File: src/rtl/memory_cycle.sv
// memory_cycle: RISC-V memory stage with a multi-cycle request/ready data bus and M/W pipeline register.
//   clk, rst (async, active-low)
//   M-stage in : regwritem, memwritem, resultsrcm, rd_m, pcplus4m, writedatam, alu_resultm
//   bus        : dmem_req, dmem_we, dmem_addr, dmem_wdata (out), dmem_rdata, dmem_ready (in)
//   W-stage out: regwritew, resultsrcw, rd_w, pcplus4w, alu_resultw, readdataw
//   status     : stall_m (combinational), bus_err, align_err (sticky until reset)
module memory_cycle #(
    parameter int TIMEOUT = 16
) (
    input  logic        clk,
    input  logic        rst,
    input  logic        regwritem,
    input  logic        memwritem,
    input  logic        resultsrcm,
    input  logic [4:0]  rd_m,
    input  logic [31:0] pcplus4m,
    input  logic [31:0] writedatam,
    input  logic [31:0] alu_resultm,
    output logic        dmem_req,
    output logic        dmem_we,
    output logic [31:0] dmem_addr,
    output logic [31:0] dmem_wdata,
    input  logic [31:0] dmem_rdata,
    input  logic        dmem_ready,
    output logic        regwritew,
    output logic        resultsrcw,
    output logic [4:0]  rd_w,
    output logic [31:0] pcplus4w,
    output logic [31:0] alu_resultw,
    output logic [31:0] readdataw,
    output logic        stall_m,
    output logic        bus_err,
    output logic        align_err
);
    typedef enum logic {IDLE, BUSY} state_t;

    // Counter value seen in the last permitted BUSY cycle (BUSY cycle number TIMEOUT).
    localparam logic [7:0] LAST = 8'(TIMEOUT - 1);

    state_t      r_state, w_next;
    logic [7:0]  r_cnt;
    logic        r_h_rw, r_h_rs;
    logic [4:0]  r_h_rd;
    logic [31:0] r_h_pc, r_h_alu;
    logic        w_memop, w_mis, w_accept, w_done, w_tmo;

    always_comb begin
        w_memop  = memwritem | resultsrcm;
        w_mis    = w_memop & (alu_resultm[1:0] != 2'b00);
        w_accept = (r_state == IDLE) & w_memop & ~w_mis;
        w_done   = (r_state == BUSY) & dmem_ready;
        // Ready in the same cycle as the timeout wins, so the timeout requires ~dmem_ready.
        w_tmo    = (r_state == BUSY) & ~dmem_ready & (r_cnt == LAST);
        w_next   = w_accept ? BUSY : (w_done | w_tmo) ? IDLE : r_state;
        // Gated by rst so the freeze request drops the moment reset asserts.
        stall_m  = rst & (w_accept | ((r_state == BUSY) & ~dmem_ready & ~w_tmo));
    end

    always_ff @(posedge clk or negedge rst) begin
        if (!rst) r_state <= IDLE;
        else      r_state <= w_next;
    end

    always_ff @(posedge clk or negedge rst) begin
        if (!rst) begin
            r_cnt       <= '0;
            r_h_rw      <= 1'b0;
            r_h_rs      <= 1'b0;
            r_h_rd      <= '0;
            r_h_pc      <= '0;
            r_h_alu     <= '0;
            dmem_req    <= 1'b0;
            dmem_we     <= 1'b0;
            dmem_addr   <= '0;
            dmem_wdata  <= '0;
            regwritew   <= 1'b0;
            resultsrcw  <= 1'b0;
            rd_w        <= '0;
            pcplus4w    <= '0;
            alu_resultw <= '0;
            readdataw   <= '0;
            bus_err     <= 1'b0;
            align_err   <= 1'b0;
        end else if (r_state == IDLE) begin
            if (w_accept) begin
                r_h_rw     <= regwritem;
                r_h_rs     <= resultsrcm;
                r_h_rd     <= rd_m;
                r_h_pc     <= pcplus4m;
                r_h_alu    <= alu_resultm;
                dmem_req   <= 1'b1;
                dmem_we    <= memwritem;
                dmem_addr  <= {alu_resultm[31:2], 2'b00};
                dmem_wdata <= writedatam;
                r_cnt      <= '0;
                regwritew  <= 1'b0;
            end else begin
                regwritew   <= regwritem & ~w_mis;
                resultsrcw  <= resultsrcm;
                rd_w        <= rd_m;
                pcplus4w    <= pcplus4m;
                alu_resultw <= alu_resultm;
                if (w_mis) align_err <= 1'b1;
            end
        end else begin
            r_cnt <= (r_cnt == 8'hFF) ? r_cnt : r_cnt + 8'd1;
            if (w_done | w_tmo) begin
                dmem_req    <= 1'b0;
                regwritew   <= r_h_rw & dmem_ready;
                resultsrcw  <= r_h_rs;
                rd_w        <= r_h_rd;
                pcplus4w    <= r_h_pc;
                alu_resultw <= r_h_alu;
                if (w_done & ~dmem_we) readdataw <= dmem_rdata;
                if (w_tmo) bus_err <= 1'b1;
            end else begin
                regwritew <= 1'b0;
            end
        end
    end
endmodule

File: config.mk
export PLATFORM = sky130hd
export DESIGN_NAME = memory_cycle
export DESIGN_NICKNAME = d
export VERILOG_FILES = /design/src/rtl/memory_cycle.sv
export SDC_FILE = /design/constraint.sdc
export NUM_CORES = 1
export LEC_CHECK = 0
export ABC_AREA = 1
export BUFFER_PORTS_ARGS = -buffer_cell sky130_fd_sc_hd__buf_2
export CAP_MARGIN = 20
export CORE_MARGIN = 2
export CORE_UTILIZATION = 45
export CTS_CLUSTER_DIAMETER = 150
export CTS_CLUSTER_SIZE = 10
export DETAILED_ROUTE_END_ITERATION = 8
export PLACE_DENSITY_LB_ADDON = 0.2
export SYNTH_ARGS = -nofsm -noshare
export SYNTH_HDL_FRONTEND = slang
export SYNTH_SLANG_ARGS = --single-unit
File: constraint.sdc
create_clock -name clk -period 2.3 [get_ports clk]
set_clock_uncertainty 0.2 [all_clocks]
set_input_delay 0.115 -clock clk [delete_from_list [all_inputs] [get_ports clk]]
set_output_delay 0.115 -clock clk [all_outputs]
set_load 0.05 [all_outputs]
Word-level counts from Yosys, hierarchy flattened
Index checks and enable logic that the tools add are counted.

cells by class
  reduce and logical (&&, ||, !) cells = 10
  $add $sub $neg = 1
  equal/unequal tests = 5
  mux-type cells = 22
  bitwise logic cells = 20

operators with widths
  kind                 number
  $mux 32              6
  $mux 8               3
  $mux 5               3
  $and 1x1->1          11
  $mux 1               10
  $reduce_and 3->1     3
  $add 8x1->8 const B  1
  $eq 8x4->1 const B   1
  $eq 8x8->1 const B   1
  $reduce_and 2->1     4
  $not 1->1            6
  $reduce_bool 2->1    3
  $ne 2x2->1 const B   2
  $or 1x1->1           3
  $ne 2x1->1 const B   1

storage, ports and cells
  output and inout bits = 172
  input port bits = 139
  logic and storage cells = 77
  flip-flop bits (word level) = 249

Logic depth before layout (Yosys ltp)
Gate-level depths: netlist of run 1.

  depth in word-level cells = 7
  mapped depth = 9
  depth with buffers taken out = 8

Least setup slack after synthesis of run 1
No wires, ideal clock.

  path type = register to output
  from = register r_state
  to = output port stall_m
  stages on the path, launching flop included = 7
  buffers on the path = 3
  required time = 1.985 ns
  path slack = 0.140 ns
  arrival time = 1.845 ns
  path through = dfrtp_1 > buf_4 > inv_4 > nand3_4 > buf_4 > buf_4 > a21boi_1

between the ends
  longest elaborated chain between the ends = 6
  elaborated cells between the ends (all ways) = 9
  those cells by class = bitwise: 9

RTL lines
  element                 line    source
  from (decl)             40      state_t r_state, w_next;
  from (signal assigned)  61      else r_state <= w_next;
  $and 1x1->1             53, 56
  $and 1x1->1             53      w_tmo = (r_state == BUSY) & ~dmem_ready & (r_cnt == LAST);
  $not 1->1               56      stall_m = rst & (w_accept | ((r_state == BUSY) & ~dmem_ready & ~w_tmo));
  $and 1x1->1             56
  $or 1x1->1 *            56
  $and 1x1->1 *           56
  to (decl)               31      output logic stall_m,

Every way passes the cells marked *; elsewhere a longest branch is shown, timed or not.

Worst setup path after layout of run 1
  from = register r_cnt[0]
  to = output port stall_m

between the ends
  longest elaborated chain between the ends = 6

RTL lines
  element                 line  source
  from (decl)             41    logic [7:0] r_cnt;
  from (signal assigned)  106   r_cnt <= (r_cnt == 8'hFF) ? r_cnt : r_cnt + 8'd1;
  $eq 8x4->1              53
  $and 1x1->1             53
  $not 1->1               56
  $and 1x1->1             56
  $or 1x1->1              56
  $and 1x1->1             56

Every way passes these cells.

==> results of run 1 <==
## kinds of logic (layout without fill, tap and decap cells)
group | count (synthesis) | after routing
other | 1 | 2
multiplexers | 32 | 32
flip-flops | 219 | 219
adder cells (fa/ha/maj) | 1 | 1
buffers and inverters | 176 | 569
XOR/XNOR | 1 | 1
AO/OA/AOI/OAI | 146 | 146
AND/OR/NAND/NOR | 507 | 507
## synth_stat cells
library cell	instances	area (µm²)
nand2_1	401	1510
dfrtp_1	219	5480
o21ai_0	134	671
nand3_1	85	425
inv_1	77	289
buf_4	43	323
buf_2	40	200
mux2_2	30	338
clkbuf_1	13	48.8
nor2_1	9	33.8
o21ai_1	8	40.0
nand4_1	3	18.8
inv_2	2	7.51
mux2_1	2	22.5
nand2_4	2	22.5
nand3_2	2	20.0
or2_2	2	12.5
a21boi_1	1	7.51
conb_1	1	3.75
ha_1	1	12.5
inv_4	1	6.26
nand3_4	1	17.5
nor2_2	1	6.26
nor2_4	1	11.3
o211ai_1	1	7.51
o21bai_1	1	7.51
o31ai_1	1	7.51
xor2_1	1	8.76
## state kept, by name (all words and copies together), names as in the netlist, 5 cells and up
signal	count
pcplus4w	32
readdataw	32
rd_w	5
r_h_rd	5
alu_resultw	32
r_h_alu	32
r_h_pc	32
r_cnt	8
dmem_wdata	32
## placed cells by master, fill, tap and decap left out, drive strengths merged
cell	count
xor2	1
nor2	11
ha	1
or2	2
o21ai	142
o21bai	1
nand3	88
dfrtp	219
clkbuf	27
inv	80
a21boi	1
o211ai	1
nand2	403
dlygate4sd3	142
mux2	32
nand4	3
buf	320
o31ai	1
conb	2
## power by group
group	switching, mW	internal (mW)
logic	3.93	1.36
registers	0.535	4.76
clock network	1.44	1.91
total	5.90	8.03
## worst min-delay path, cell delays in order
cell	delay (ps)
dlygate4sd3_1	520
buf_2	90
nand2_1	40
nand2_1	40
## routing by layer
layer / part of all wire / routed length, µm / up-vias / GRT usage
met3: 0.079 / 2080 / 54 / 0.0613
met1: 0.42 / 10900 / 3975 / 0.298
met2: 0.47 / 12500 / 291 / 0.388
li1: - / - / 4159 / -
met5: 0 / 0 / - / 0
met4: 0.030 / 794 / 0 / 0.0703
## worst paths after layout
path	start	to	slack, ps	cells after the start
max	r_cnt[0]	stall_m	130	7
min	writedatam[22]	dmem_wdata[22]	140	4
max reg2reg	r_state	alu_resultw[30]	250	5
min reg2reg	bus_err	bus_err	260	2
max in group asynchronous	rst	readdataw[7]	760	4
min in group asynchronous	rst	alu_resultw[23]	510	4
## final cells by class
cell class	count	area [µm²]	area share
Multi-Input combinational cell	689	3200	0.244
Sequential cell	219	5480	0.418
Timing Repair Buffer	462	3150	0.240
Inverter	80	303	0.0231
Tap cell	275	344	0.0262
Clock buffer	27	633	0.0483
## per-stage QoR
stage                      util  worst slack, ps  area (µm²)  instances  power [mW]
after floorplan               -              140        9560       1084        9.23
after global placement    0.527              264       11000       1582        10.3
after detailed placement  0.527              221       11000       1582        10.4
after CTS                 0.626             48.1       13100       1752        14.0
after global routing      0.626             5.11       13100       1752        14.6
final                     0.626              132       13100       1752        13.9
## timing repair
action,CTS,global route
endpoints found under the hold margin,434,0
hold buffers,143,0
resized for setup,0,2
endpoints found under the setup margin,0,1
==> flow_metrics.py, run 1 <==
metrics = {
    "critical_path": {
        "cpPeakStageDelay_ps": 400,
        "critical_path.top_delay_family": "flip-flops",
        "critical_path_class": "register to output port",
        "cp_max_fo": 5,
        "cp-start-kind": "register",
        "critPathArrivalTime_ps": 1850,
        "crit_chain": "ha_1, nand2_1, nor2_4, nand3_2, nand2_4, a21boi_1, buf_4",
        "endpoint_kind": "output port",
        "path_buf_inv": 1,
        "slowest_stage": "dfrtp_1",
        "required_ps": 1990,
    },
    "pwr": {
        "cellLeakagePower_nw": 6.99,
        "power.density_mw_per_mm2": 1060,
        "ir_drop_mv": 0.944,
    },
    "global_routing": {
        "grt_max_degree": 146,
        "grt_usage": 0.232,
        "grt_antenna_before_repair": 0,
        "grt_pass1_vias": 8368,
        "overflow": 0,
        "grt_pass1_wl_um": 42200,
    },
    "detailed_routing": {
        "avgViaCountPerCell": 4.84,
        "drtIter0Drc": 427,
        "vias": 8479,
        "firstDrtPassIters": 5,
        "wl_per_cell_um": 15.0,
        "antenna_left": 0,
        "drc": 0,
        "drt-total-wl_um": 26300,
    },
    "floorplanning": {
        "rows": 53,
        "io_pins": 311,
        "fp.dieW_um": 150,
        "die_area_mm2": 0.0224,
        "start_util": 0.456,
        "core_area_mm2": 0.0210,
        "die_h_um": 150,
    },
    "clock_tree": {
        "cts_max_path_buffers": 3,
        "htreeDepth": 1,
        "cts_tree": "yes",
        "cts_sinks": 219,
        "insertion_delay_ps": 500,
        "clockRootBuffer": "clkbuf_16",
        "cts_buffers": 25,
        "path_clk_slew_ps": 60,
        "cts_setup_buffers": 0,
    },
    "synthesis": {
        "ys_warn_count": 0,
        "synthMuxAreaShare": 0.0377,
        "synth_cell_types": 28,
        "ys_ff_latch": 219,
        "synthAdderAreaFrac": 0.00131,
        "syn_area_per_cell_um2": 8.82,
        "synth_top_family_by_area": "simple AND/OR/NAND/NOR gates",
        "synth_xor_area_frac": 0.000917,
        "yosysSeqAreaShare": 0.574,
        "syn_inst": 1083,
        "synthSimpleGateAreaFrac": 0.217,
        "synth_area_mm2": 0.00955,
        "synth_compound_area_frac": 0.0775,
    },
    "sta": {
        "finalCriticalPeriod_ps": 2170,
        "tns_ps": 0,
        "slew_headroom": 0.368,
        "finalMaxSlewViolations": 0,
        "hold_viol_final": 0,
        "setup_viol": 0,
        "finalCritPeriodShare": 0.943,
        "clock.fmax_ghz": 0.461,
        "whs_ps": 139,
        "rsz0062_at_grt": "no",
        "worstMarginPinSlew_ps": 948,
    },
    "place": {
        "port-buffer-count": 308,
        "place.gp.congestion": 0.766,
        "dp_hpwl_um": 15700,
    },
    "cells_and_area": {
        "drive_above_1_share": 0.263,
        "syn_to_final_growth_pct": 37.3,
        "diodes": 0,
        "nets": 1617,
        "nFillCells": 1752,
    },
    "worst_hold_path": {
        "hold_path.class": "input port to register",
    },
    "job": {
        "maxCapViolations": 0,
    },
    "status": {
        "status": "completed",
    },
}
No activity file was read; power rests on OpenSTA's default activity.
==> run 2: changes to the inputs <==
--- a/config.mk
+++ b/config.mk
@@ -8,12 +8,15 @@
 export ABC_AREA = 1
 export BUFFER_PORTS_ARGS = -buffer_cell sky130_fd_sc_hd__buf_2
 export CAP_MARGIN = 20
+export CELL_PAD_IN_SITES_DETAIL_PLACEMENT = 1
+export CELL_PAD_IN_SITES_GLOBAL_PLACEMENT = 1
 export CORE_MARGIN = 2
-export CORE_UTILIZATION = 45
+export CORE_UTILIZATION = 37
 export CTS_CLUSTER_DIAMETER = 150
 export CTS_CLUSTER_SIZE = 10
 export DETAILED_ROUTE_END_ITERATION = 8
 export PLACE_DENSITY_LB_ADDON = 0.2
+export REMOVE_ABC_BUFFERS = 1
 export SYNTH_ARGS = -nofsm -noshare
 export SYNTH_HDL_FRONTEND = slang
 export SYNTH_SLANG_ARGS = --single-unit
==> flow_metrics.py, run 2 (same netlist as run 1, synthesis figures left out) <==
metrics = {
    "cells_and_area": {
        "fin_area_mm2": 0.0134,
        "regArea_mm2": 0.00548,
        "nFillCells": 3021,
        "final_cell_mix": "nand2_1, buf_2, dfrtp_1",
        "nets": 1628,
        "instances_no_fill": 1821,
        "multi_input_area_mm2": 0.00322,
        "syn_to_final_growth_pct": 40.2,
        "drive_above_1_share": 0.272,
        "final_common_cell": "nand2_1",
    },
    "worst_hold_path": {
        "hold_path.class": "input port to register",
        "hold_depth": 4,
    },
    "detailed_routing": {
        "drc": 0,
        "drtIter0Drc": 473,
        "avgViaCountPerCell": 4.81,
        "firstDrtPassIters": 4,
        "drt-total-wl_um": 31300,
        "wl_per_cell_um": 17.2,
        "antenna_left": 0,
        "vias": 8758,
    },
    "critical_path": {
        "cp_max_fo": 33,
        "slowest_stage": "dfrtp_4",
        "critical_path_class": "register to output port",
        "r2r_slack_ps": 160,
        "required_ps": 1990,
        "critPathArrivalTime_ps": 1880,
        "cpPeakStageDelay_ps": 520,
        "critical_path.top_delay_family": "flip-flops",
        "timing.critical_path.depth": 5,
        "endpoint_kind": "output port",
        "cp-start-kind": "register",
        "r2r_cells": 10,
        "path_buf_inv": 3,
        "crit_chain": "inv_4, nand3_4, buf_16, a21boi_4, buf_6",
    },
    "status": {
        "status": "completed",
    },
    "clock_tree": {
        "cts_tree": "yes",
        "clockRootBuffer": "clkbuf_16",
        "cts_buffers": 25,
        "cts_max_path_buffers": 3,
        "path_clk_slew_ps": 60,
        "insertion_delay_ps": 520,
        "htreeDepth": 1,
        "cts_sinks": 219,
    },
    "floorplanning": {
        "die_h_um": 165,
        "core_area_mm2": 0.0253,
        "start_util": 0.378,
        "io_pins": 311,
        "rows": 58,
        "die_area_mm2": 0.0271,
        "fp.dieW_um": 165,
    },
    "global_routing": {
        "grt_max_degree": 109,
        "overflow": 0,
        "grt_antenna_before_repair": 2,
        "grt_usage": 0.223,
        "grt_pass1_vias": 9325,
        "grt_pass1_wl_um": 48100,
    },
    "place": {
        "dp_slack_ps": 223,
        "place.gp.congestion": 0.740,
        "port-buffer-count": 308,
        "post_dp_cell_area_mm2": 0.0111,
        "place_inst": 1640,
        "dp_hpwl_um": 17900,
    },
    "sta": {
        "rsz0062_at_grt": "no",
        "whs_ps": 122,
        "finalMaxSlewViolations": 0,
        "finalCritPeriodShare": 0.957,
        "worstMarginPinSlew_ps": 607,
        "setup_viol": 0,
        "slew_headroom": 0.595,
        "hold_viol_final": 0,
        "finalCriticalPeriod_ps": 2200,
        "clock.fmax_ghz": 0.455,
        "fin_ws_ps": 100,
    },
    "pwr": {
        "cellLeakagePower_nw": 7.11,
        "power.density_mw_per_mm2": 1060,
        "ir_drop_mv": 0.705,
        "total_power_mw": 14.2,
    },
    "job": {
        "maxCapViolations": 0,
    },
}
## run 2: cell types whose count changed in the layout (fill, tap and decap cells not counted), moves of 2 or more
| cell | delta |
|---|---|
| dlygate4sd3_1 | -2 |
| buf_4 | +8 |
| buf_16 | +2 |
| diode_2 | +2 |
| bufbuf_16 | +2 |
## run 2: through the flow
| step | utilization | setup TNS (ps) |
|---|---|---|
| global route | 0.530 | 0 |
| CTS | 0.527 | 0 |
| detailed placement | 0.441 | 0 |
| global placement | 0.441 | 0 |
| finish | 0.530 | 0 |
| floorplan | - | -478820 |
## run 2: final cells by class
class / instances / area share
Timing Repair Buffer: 473 / 0.249
Antenna cell: 2 / 0.000374
Tap cell: 330 / 0.0308
Sequential cell: 219 / 0.409
Multi-Input combinational cell: 689 / 0.240
Inverter: 80 / 0.0226
Clock inverter: 1 / 0.000654
Clock buffer: 27 / 0.0473
## run 2: worst min-delay path: stages
cell and delay (ps):
dlygate4sd3_1 510, buf_2 90, nand2_1 40, nand2_1 50
## run 2: worst paths after layout
check / start / endpoint
worst max-delay path: r_state / stall_m
worst min-delay path: writedatam[31] / dmem_wdata[31]
worst max register to register: r_cnt[1] / alu_resultw[25]
worst min register to register: pcplus4w[22] / pcplus4w[22]
max in group asynchronous: rst / r_state
min in group asynchronous: rst / alu_resultw[2]
## run 2: power breakdown
| part | switching (mW) | internal, mW | total [mW] |
|---|---|---|---|
| registers | 0.544 | 4.76 | 5.31 |
| logic | 4.08 | 1.41 | 5.49 |
| clock network | 1.51 | 1.92 | 3.43 |
## run 2: repair_timing
action                                 4_1_cts  5_1_grt
hold buffers                               141        0
setup endpoints to repair                    1        3
buffers inserted                             3        4
pin swaps                                    2        2
endpoints found under the hold margin      427        0
gates resized for setup                      6        5
cloned                                       2        1
## run 2: layer usage
metal	GRT usage	wire length, µm	vias to the layer above
met3	0.0402	1460	84
met4	0.101	1410	0
li1	-	-	4189
met5	0	0	-
met1	0.254	12100	4257
met2	0.407	16400	228
==> run 3: changes to the inputs <==
--- a/config.mk
+++ b/config.mk
@@ -11,8 +11,8 @@
 export CELL_PAD_IN_SITES_DETAIL_PLACEMENT = 1
 export CELL_PAD_IN_SITES_GLOBAL_PLACEMENT = 1
 export CORE_MARGIN = 2
-export CORE_UTILIZATION = 37
-export CTS_CLUSTER_DIAMETER = 150
+export CORE_UTILIZATION = 38
+export CTS_BUF_LIST = sky130_fd_sc_hd__clkbuf_4 sky130_fd_sc_hd__clkbuf_8
 export CTS_CLUSTER_SIZE = 10
 export DETAILED_ROUTE_END_ITERATION = 8
 export PLACE_DENSITY_LB_ADDON = 0.2
==> flow_metrics.py, run 3 (same netlist as run 1, synthesis figures left out) <==
metrics = {
    "cells_and_area": {
        "drive_above_1_share": 0.292,
        "fin_area_mm2": 0.0136,
        "regArea_mm2": 0.00548,
        "nFillCells": 3010,
        "instances_no_fill": 1862,
        "final_common_cell": "nand2_1",
        "multi_input_area_mm2": 0.00324,
        "final_cell_mix": "nand2_1, buf_2, dfrtp_1",
        "nets": 1641,
        "syn_to_final_growth_pct": 41.9,
    },
    "sta": {
        "finalCritPeriodShare": 0.944,
        "slew_headroom": 0.603,
        "rsz0062_at_grt": "no",
        "setup_viol": 0,
        "worstMarginPinSlew_ps": 595,
        "hold_viol_final": 53,
        "whs_ps": -109,
        "finalMaxSlewViolations": 0,
        "clock.fmax_ghz": 0.460,
        "finalCriticalPeriod_ps": 2170,
    },
    "critical_path": {
        "endpoint_kind": "output port",
        "critical_path_class": "register to output port",
        "cp-start-kind": "register",
        "critPathArrivalTime_ps": 1860,
        "cp_max_fo": 7,
        "required_ps": 1990,
    },
    "global_routing": {
        "grt_pass1_vias": 9241,
        "grt_pass1_wl_um": 47300,
        "grt_max_degree": 94,
        "grt_usage": 0.221,
        "grt_antenna_before_repair": 2,
        "overflow": 0,
    },
    "floorplanning": {
        "die_area_mm2": 0.0264,
        "io_pins": 311,
        "start_util": 0.383,
        "die_h_um": 163,
        "core_area_mm2": 0.0250,
        "fp.dieW_um": 163,
        "rows": 58,
    },
    "place": {
        "place_inst": 1645,
        "post_dp_cell_area_mm2": 0.0112,
        "port-buffer-count": 308,
        "dp_hpwl_um": 18000,
        "place.gp.congestion": 0.753,
    },
    "job": {
        "maxCapViolations": 0,
    },
    "clock_tree": {
        "cts_sinks": 219,
        "ctsHoldBuffers": 140,
        "cts_max_path_buffers": 3,
        "cts_tree": "yes",
        "path_clk_slew_ps": 60,
        "clockRootBuffer": "clkbuf_8",
        "cts_buffers": 40,
        "insertion_delay_ps": 530,
        "htreeDepth": 2,
    },
    "status": {
        "violations": "hold timing",
        "status": "finished with violations",
    },
    "detailed_routing": {
        "drtIter0Drc": 490,
        "vias": 8773,
        "avgViaCountPerCell": 4.71,
        "wl_per_cell_um": 15.9,
        "drt-total-wl_um": 29600,
        "antenna_left": 0,
        "drc": 0,
        "firstDrtPassIters": 4,
    },
    "pwr": {
        "cellLeakagePower_nw": 7.20,
        "power.density_mw_per_mm2": 1080,
        "ir_drop_mv": 0.595,
        "total_power_mw": 14.7,
    },
    "worst_hold_path": {
        "hold_path.class": "input port to asynchronous set/reset pin",
    },
}
## run 3: final timing paths
kind,start,endpoint,slack (ps),cells past startpoint
setup reg to reg,r_cnt[0],alu_resultw[28],300,9
hold / removal,rst,r_h_pc[26],-110,2
max in group asynchronous,rst,r_h_pc[13],1120,4
setup / recovery,r_cnt[0],stall_m,130,7
min in group clk,writedatam[28],dmem_wdata[28],120,4
hold reg to reg,bus_err,bus_err,250,2
## run 3: stage by stage
step	hold slack (ps)	utilization	TNS, ps	worst slack [ps]
global route	-80.2	0.543	0	29.5
detailed placement	-128	0.449	0	238
global placement	-122	0.449	0	307
CTS	-101	0.542	0	13.5
floorplan	-381	-	-478820	-2540
finish	-109	0.543	0	128
## run 3: worst max-delay path: stages, from the launching register on
cell and delay (ps):
dfrtp_1 400, ha_1 230, nand2_2 120, nor2_4 70
nand3_4 80, nand2_8 90, a21boi_2 160, buf_6 170
## run 3: timing repair
action,in CTS,in global routing
gates cloned,1,0
endpoints found under the setup margin,1,1
pin swaps,1,2
setup buffers,0,4
hold endpoints to repair,375,53
resized for setup,7,0
## run 3: final cells by class
cell class                 instances  share of cell area
tap                              330              0.0305
antenna                            2            0.000369
clock buffer                      69              0.0636
timing repair buffer             470               0.239
inverter                          80              0.0223
clock inverter                     2             0.00102
sequential                       219               0.404
multi-input combinational        690               0.239
## run 3: report_power, final
| group | internal, mW | switching, mW |
|---|---|---|
| combinational | 1.38 | 4.01 |
| clock | 2.34 | 1.62 |
| sequential | 4.76 | 0.531 |
## run 3: layer usage
layer,part of all wire,global-route usage,up-vias
li1,-,-,4236
met1,0.41,0.267,4211
met2,0.50,0.381,237
met3,0.052,0.0491,89
met4,0.042,0.0945,0
met5,0,0,-
